### src/rtl/usb_uart_loopback_fifo.sv
// ---------------------------------------------------------------------------
// usb_uart_loopback_fifo
//
// Loopback buffer between usb_uart's host-to-device stream and its
// device-to-host stream. This is a DEPTH x WIDTH circular buffer that feeds a
// registered output stage. A push and a pop can happen in the same cycle, so
// the buffer sustains one byte per cycle. A run-time mode transforms each
// byte as it moves into the output register.
//
// Ports
//   clk_48mhz  in   1        sole clock, rising edge
//   reset      in   1        asynchronous, active-high
//   rx_data    in   WIDTH    incoming data (usb_uart.uart_out_data)
//   rx_valid   in   1        incoming data valid
//   rx_ready   out  1        buffer can accept (~full)
//   tx_data    out  WIDTH    outgoing data (registered)
//   tx_valid   out  1        outgoing data valid (registered)
//   tx_ready   in   1        downstream accepts outgoing data
//   mode       in   2        0 PASS, 1 UPPER, 2 INVERT, 3 HOLD
//   level      out  AW+1     entries in buffer, excluding output register
//   full       out  1        level == DEPTH
//   empty      out  1        level == 0
// ---------------------------------------------------------------------------
module usb_uart_loopback_fifo #(
   parameter int WIDTH = 8,
   parameter int DEPTH = 16,
   parameter int AW    = $clog2(DEPTH)
) (
   input  logic             clk_48mhz,
   input  logic             reset,
   input  logic [WIDTH-1:0] rx_data,
   input  logic             rx_valid,
   output logic             rx_ready,
   output logic [WIDTH-1:0] tx_data,
   output logic             tx_valid,
   input  logic             tx_ready,
   input  logic [1:0]       mode,
   output logic [AW:0]      level,
   output logic             full,
   output logic             empty
);

   localparam int LW = AW + 1;

   localparam logic [1:0] MODE_PASS   = 2'd0;
   localparam logic [1:0] MODE_UPPER  = 2'd1;
   localparam logic [1:0] MODE_INVERT = 2'd2;
   localparam logic [1:0] MODE_HOLD   = 2'd3;

   // Byte transform applied as data moves into the output register.
   // Upper-casing only makes sense for 8-bit characters; other widths pass through.
   function automatic logic [WIDTH-1:0] xform(input logic [WIDTH-1:0] d,
                                              input logic [1:0]       m);
      logic [WIDTH-1:0] r;
      r = d;
      case (m)
         MODE_PASS: r = d;
         MODE_UPPER: begin
            if ((WIDTH == 8) && (d >= WIDTH'(8'h61)) && (d <= WIDTH'(8'h7A))) begin
               r = d - WIDTH'(8'h20);
            end else begin
               r = d;
            end
         end
         MODE_INVERT: r = ~d;
         MODE_HOLD: r = d;
         default: r = d;
      endcase
      return r;
   endfunction

   logic [1:0]       rst_sync_r;
   logic             rst_s;
   logic [WIDTH-1:0] mem_r [DEPTH];
   logic [AW-1:0]    wr_ptr_r;
   logic [AW-1:0]    rd_ptr_r;
   logic [LW-1:0]    level_r;
   logic [LW-1:0]    level_nxt_s;
   logic             full_r;
   logic             empty_r;
   logic [WIDTH-1:0] tx_data_r;
   logic             tx_valid_r;
   logic             push_s;
   logic             load_s;

   // Reset synchronizer. Assertion takes effect immediately; release is
   // aligned to the clock so that every flop leaves reset on the same edge.
   always_ff @(posedge clk_48mhz or posedge reset) begin
      if (reset) begin
         rst_sync_r <= 2'b11;
      end else begin
         rst_sync_r <= {rst_sync_r[0], 1'b0};
      end
   end

   assign rst_s = rst_sync_r[1];

   // rx_ready comes from the registered full flag. When a load frees a slot
   // in a full buffer, rx_ready rises one cycle later.
   assign push_s = rx_valid & ~full_r;
   assign load_s = ~empty_r & (mode != MODE_HOLD) & (~tx_valid_r | tx_ready);

   // Next occupancy. A push and a load in the same cycle cancel out.
   always_comb begin
      level_nxt_s = level_r;
      case ({push_s, load_s})
         2'b10:   level_nxt_s = level_r + LW'(1);
         2'b01:   level_nxt_s = level_r - LW'(1);
         default: level_nxt_s = level_r;
      endcase
   end

   // Storage array. Its contents are deliberately left out of reset.
   always_ff @(posedge clk_48mhz) begin
      if (push_s) begin
         mem_r[wr_ptr_r] <= rx_data;
      end
   end

   // Pointers, occupancy and status flags. The pointers wrap naturally at DEPTH.
   always_ff @(posedge clk_48mhz or posedge rst_s) begin
      if (rst_s) begin
         wr_ptr_r <= AW'(0);
         rd_ptr_r <= AW'(0);
         level_r  <= LW'(0);
         full_r   <= 1'b0;
         empty_r  <= 1'b1;
      end else begin
         if (push_s) begin
            wr_ptr_r <= wr_ptr_r + AW'(1);
         end
         if (load_s) begin
            rd_ptr_r <= rd_ptr_r + AW'(1);
         end
         level_r <= level_nxt_s;
         full_r  <= (level_nxt_s == LW'(DEPTH));
         empty_r <= (level_nxt_s == LW'(0));
      end
   end

   // Output register. It holds its data while stalled, and tx_data keeps the
   // last byte after the handshake completes.
   always_ff @(posedge clk_48mhz or posedge rst_s) begin
      if (rst_s) begin
         tx_data_r  <= WIDTH'(0);
         tx_valid_r <= 1'b0;
      end else if (load_s) begin
         tx_data_r  <= xform(mem_r[rd_ptr_r], mode);
         tx_valid_r <= 1'b1;
      end else if (tx_valid_r & tx_ready) begin
         tx_valid_r <= 1'b0;
      end else begin
         tx_valid_r <= tx_valid_r;
      end
   end

   assign rx_ready = ~full_r;
   assign tx_data  = tx_data_r;
   assign tx_valid = tx_valid_r;
   assign level    = level_r;
   assign full     = full_r;
   assign empty    = empty_r;

endmodule
### config.mk
export PLATFORM = sky130hd
export DESIGN_NAME = usb_uart_loopback_fifo
export DESIGN_NICKNAME = d
export VERILOG_FILES = /design/src/rtl/usb_uart_loopback_fifo.sv
export SDC_FILE = /design/constraint.sdc
export NUM_CORES = 1
export LEC_CHECK = 0
export BUFFER_PORTS_ARGS = -buffer_cell sky130_fd_sc_hd__buf_2
export CORE_ASPECT_RATIO = 0.5
export CORE_MARGIN = 4
export CORE_UTILIZATION = 55
export CTS_BUF_LIST = sky130_fd_sc_hd__clkbuf_16
export DETAILED_ROUTE_END_ITERATION = 8
export GPL_ROUTABILITY_DRIVEN = 0
export HOLD_SLACK_MARGIN = 0.1
export PLACE_DENSITY = 0.75
export SETUP_SLACK_MARGIN = 0.2
export SYNTH_ARGS = -nofsm -noshare
export SYNTH_HDL_FRONTEND = slang
export SYNTH_SLANG_ARGS = --single-unit
### constraint.sdc
create_clock -name clk_48mhz -period 0.8 [get_ports clk_48mhz]
set_input_delay 0.04 -clock clk_48mhz [delete_from_list [all_inputs] [get_ports clk_48mhz]]
set_output_delay 0.04 -clock clk_48mhz [all_outputs]
set_load 0.01 [all_outputs]
**Word level (Yosys, flattened, before mapping)**

Memory sizes are Yosys's and may differ from the RTL's.
Cells that the tools add are included.

- Input port bits: 14
- Word-level logic and storage cells: 44
- Output and inout bits: 17
- Bits in registers: 26
- Memory bits (writable): 128
- Memories: 1

Memories:

| memory | depth | width | read ports | clocked after Yosys merged registers in | write ports | line | RTL |
|---|---|---|---|---|---|---|---|
| mem_r | 16 | 8 | 1 | 0 | 1 | 74 | `logic [WIDTH-1:0] mem_r [DEPTH];` |

- Eq/ne operators: 7
- Magnitude comparators: 2
- Bitwise logic cells: 9
- Add/sub/neg operators: 5
- Muxes and demuxes: 7
- Reductions and logical operators: 5

Operator list:

| operator | count |
|---|---|
| $pmux W8 S3 | 1 |
| $pmux W5 S2 | 1 |
| $add A4 B1 Y4 const B | 2 |
| $ge A8 B7 Y1 const B | 1 |
| $le A8 B7 Y1 const B | 1 |
| $mux W8 | 1 |
| $not A8 Y8 | 1 |
| $sub A8 B6 Y8 const B | 1 |
| $eq A2 B2 Y1 const B | 3 |
| $add A5 B1 Y5 const B | 1 |
| $eq A5 B5 Y1 const B | 1 |
| $logic_not A5 Y1 | 1 |
| $sub A5 B1 Y5 const B | 1 |
| $and A1 B1 Y1 | 4 |
| $eq A2 B1 Y1 const B | 2 |
| $mux W1 | 4 |
| $not A1 Y1 | 3 |
| $logic_not A2 Y1 | 1 |
| $ne A2 B2 Y1 const B | 1 |
| $reduce_bool A2 Y1 | 1 |
| $reduce_or A2 Y1 | 1 |
| $logic_and A1 B1 Y1 | 1 |
| $or A1 B1 Y1 | 1 |

**Longest topological paths before layout**

- Word-level depth: 6
- Mapped depth: 13
- Mapped depth without buffers: 12

**Worst setup path after synthesis**

No wires, ideal clock.

- Path kind: register to register
- Start: register full_r (netlist: full)
- End: register empty_r (netlist: empty)
- Setup time: 0.089 ns
- Slack: -1.582 ns
- Stages on the path, launching flop included: 13
- Required time: 0.711 ns
- Path buffers: 1
- Data arrival time: 2.293 ns
- Cells stage by stage: dfrtp_1 -> nor2b_1 -> buf_2 -> inv_2 -> nand3_1 -> xnor2_1 -> ha_1 -> or4b_1 -> a21oi_1 -> o21bai_1 -> xor2_1 -> inv_1 -> a211oi_1

- Word-level cells in the longest chain between the ends: 5
- Elaborated cells between the ends (all ways): 6

Ends and longest elaborated chain:

| item | line | RTL |
|---|---|---|
| start, declared | 79 | `logic full_r;` |
| start signal, assigned | 136 | `full_r <= (level_nxt_s == LW'(DEPTH));` |
| $not A1 Y1 * | 100 | `assign push_s = rx_valid & ~full_r;` |
| $and A1 B1 Y1 * | 100 |  |
| $eq A2 B1 Y1 / $eq A2 B2 Y1 (equally long branches) | 106 | `case ({push_s, load_s})` |
| $pmux W5 S2 * | 106 |  |
| via level_nxt_s[4] | 78 | `logic [LW-1:0] level_nxt_s;` |
| $logic_not A5 Y1 * | 137 | `empty_r <= (level_nxt_s == LW'(0));` |
| end signal, assigned | 137 |  |
| end, declared | 80 | `logic empty_r;` |

Mark *: on every way through the listed nets, which the timed path passes. The rest lies on a longest branch.
A chain may end at the register's enable or synchronous reset.

**Worst setup path in the final report**

- Start: register rd_ptr_r[0]
- End: register tx_data_r[6] (netlist: tx_data[6])

- Word-level cells in the longest chain between the ends: 5
- Elaborated cells between the ends (all ways): 8

Ends and longest elaborated chain:

| item | line | RTL |
|---|---|---|
| start, declared | 76 | `logic [AW-1:0] rd_ptr_r;` |
| start signal, assigned | 133 | `rd_ptr_r <= rd_ptr_r + AW'(1);` |
| $mem_v2 Z16 W8 * | - |  |
| $ge A8 B7 Y1 / $le A8 B7 Y1 (equally long branches) | 59 | `if ((WIDTH == 8) && (d >= WIDTH'(8'h61)) && (d <= WIDTH'(8'h7A))) begin` |
| $logic_and A1 B1 Y1 | 59 |  |
| $mux W8 | 59 |  |
| $pmux W8 S3 * | 56 | `case (m)` |
| end signal, assigned | 148 | `tx_data_r <= xform(mem_r[rd_ptr_r], mode);` |
| end, declared | 81 | `logic [WIDTH-1:0] tx_data_r;` |

Every way passes the cells marked *; elsewhere a longest branch is shown, timed or not.

==> results.json <==
{
  "status": "complete, but fails checks",
  "violations": "negative setup slack",
  "path_class": "reg -> reg",
  "instances_no_fill": 656,
  "rsz0062_at_grt": "true",
  "final_hold_viol_count": 0,
  "wl_met2_um": 8340,
  "p_per_area_nw_per_um2": 4100,
  "vias": 4079,
  "core_sq_um": 11200,
  "wl_per_cell_um": 26.0,
  "wl_met1_um": 6470,
  "syn-cell-area_sq_um": 6470,
  "die_h_um": 84.7,
  "die_x_um": 161,
  "setup_violations": 169,
  "htree_levels": 4,
  "grt_max_degree": 23,
  "syn_to_final_growth_pct": 32.1,
  "synth_area_leaders": "edfxtp_1, dfrtp_1, mux4_2",
  "synthArstFlopShare_pct": 16.9,
  "drc": 0,
  "nNetsFinal": 509,
  "dp_cells": 595,
  "synth_ff_type": "edfxtp_1",
  "tightest_slew_ns": 0.712,
  "final_layout_size_suffix_gt1_share_pct": 53.1,
  "grt_pass1_vias": 4048,
  "track_usage_pct": 23.7,
  "netlist.area_leader.share_pct": 59.4,
  "first_pass_iters": 5,
  "cts_buffers": 17,
  "port_buffers": 30,
  "clock_path_buffers": 2,
  "ys_seq_area_share_pct": 69.5,
  "synth.most_common_cell": "edfxtp_1",
  "yosysWarnings": 0,
  "antenna_found_initial": 0,
  "irDropWorstVdd_v": 0.00337,
  "syn-instance-count": 365,
  "cts_root_buf": "clkbuf_16",
  "synth-edff-count": 128,
  "cap_violations": 0,
  "fin_util_pct": 76.0,
  "min_path_type": "in -> reg",
  "fin_worst_skew_ns": 0.00933,
  "period_share_pct": 306,
  "synth_largest_area_cell": "edfxtp_1",
  "relSlewSlack_pct": 52.6,
  "clkLatencyLatePin_ns": 0.42,
  "num_antenna_cells": 0,
  "synth_area_per_cell_sq_um": 17.7,
  "setup_ws_ns": -1.65,
  "path_max_fanout": 5,
  "num_rows": 27,
  "drt-initial-drc-count": 482,
  "die-area_sq_um": 13700,
  "highest_layer": "met4",
  "grt_pass1_wl_um": 23400,
  "final_antenna_net_count": 0,
  "vias_per_cell": 6.22,
  "arrival_ns": 2.79,
  "start_kind": "flop",
  "clock.fmax_mhz": 408,
  "start_util_pct": 57.5,
  "hpwl_um": 9330,
  "syn-num-nets": 390,
  "p_leak_uw": 0.00319,
  "cts_hold_buf": 1,
  "ios": 31,
  "clk_pin_slew_ns": 0.06,
  "clock-sinks": 154,
  "grt-ovfl-total": 0,
  "synth_common_cells": "edfxtp_1, dfrtp_1, nand2_1",
  "routed_wl_um": 17100,
  "routed-wl-met3_um": 1920,
  "synth_cell_types": 47,
  "required_ns": 1.14,
  "cts_tree": "built",
  "maxSlewViolCount": 0,
  "period_needed_ns": 2.45,
  "crit_path_end_kind": "flop",
  "ys_ff_latch": 154
}
==> critical path, stage by stage, from the launching register on <==
cell and delay, ns:
dfrtp_2 0.38, buf_6 0.14, buf_12 0.13, mux4_2 0.55, a22o_1 0.28, a221oi_4 0.24
buf_12 0.15, ha_1 0.24, nand2_2 0.07, a211oi_2 0.04, a21oi_1 0.16
==> sequential cells by signal (all words and copies together), names as in the netlist <==
signal / flops
tx_valid: 1
rst_sync_r: 2
empty: 1
rd_ptr_r: 4
tx_data: 8
mem_r: 128
level: 5
wr_ptr_r: 4
full: 1
==> through the flow <==
step | worst slack, ns | TNS (ns) | power, uW | hold WS, ns | cell area (sq um)
2_1_floorplan | -1.40 | -104.40 | 18000 | -0.0485 | 6570
4_1_cts | -1.58 | -118.94 | 32700 | -0.0119 | 8220
3_5_place_dp | -1.69 | -134.36 | 22100 | 0.0696 | 7260
3_3_place_gp | -1.60 | -129.77 | 21700 | 0.0591 | 7260
6_report | -1.65 | -135.31 | 35100 | 0.00709 | 8550
5_1_grt | -1.74 | -145.33 | 36400 | -0.00518 | 8550
==> power by group <==
group          switching (uW)  internal, uW  total, uW
Clock                    3340          4920       8260
Sequential                870         10000      10900
Combinational            7700          8250      15900
Total                   11900         23200      35100
==> per-layer routing <==
layer / track usage, % / vias up
met5: 0 / -
met4: 6.81 / 0
met3: 9.56 / 39
met2: 37.2 / 306
met1: 31.1 / 2063
li1: - / 1671
==> timing repair <==
item / CTS / global route
pin swaps: 10 / 15
setup buffers: 10 / 16
gates cloned: 0 / 2
endpoints found under the hold margin: 131 / 129
endpoints found under the setup margin: 169 / 169
resized for setup: 62 / 39
==> final timing paths <==
check	from	endpoint	slack (ns)	cells after the start
worst max-delay path	rd_ptr_r[0]$_DFFE_PP0P_	tx_data[6]$_DFFE_PP0P_	-1.65	10
worst min-delay path	rx_data[0]	mem_r[6][0]$_DFFE_PP_	0.007	1
worst max register to register	rd_ptr_r[0]$_DFFE_PP0P_	tx_data[6]$_DFFE_PP0P_	-1.65	10
worst min register to register	rst_sync_r[1]$_DFF_PP1_	wr_ptr_r[0]$_DFFE_PP0P_	0.19	1
max in group asynchronous	rst_sync_r[1]$_DFF_PP1_	rd_ptr_r[0]$_DFFE_PP0P_	0.26	2
min in group asynchronous	reset	rst_sync_r[0]$_DFF_PP1_	0.18	3
==> placed cells by master, fill, tap and decap left out, types with 4 or more instances in the layout <==
cell type,Yosys,final
clkbuf_16,0,19
xor2_1,4,4
edfxtp_1,128,128
a21oi_1,7,4
nand2_2,0,9
a22oi_2,0,8
dfrtp_1,23,20
o21ai_1,0,6
ha_1,11,7
mux4_2,21,32
buf_12,1,6
xnor2_1,7,5
a22oi_1,12,4
mux2i_1,8,7
and2_4,0,16
or2_2,4,4
buf_2,5,21
nor2_1,10,5
inv_1,10,8
buf_4,1,52
buf_6,1,34
nand2_1,23,13
==> cell type report <==
| type | count | area [sq um] |
|---|---|---|
| multi-input cells | 183 | 2120 |
| well taps | 159 | 199 |
| inverters | 11 | 47.5 |
| clock buffers | 17 | 425 |
| flip-flops and latches | 154 | 4500 |
| clock inverters | 15 | 175 |
| fillers | 577 | 2700 |
| repair buffers | 117 | 1070 |
==> logic make-up (layout without fill, tap and decap cells) <==
kind of cell	after synthesis	after routing	synth area share, %
other	1	1	0.0580
and+or+nand+nor	78	78	6.44
muxes	41	41	13.2
adders and majority gates	11	11	2.13
buffers and inverters	28	160	2.15
xor gates and xnor gates	11	11	1.49
AOI/OAI and AO/OA	41	41	5.01
DFF	154	154	69.5
Power figures use the tool's default switching activity.
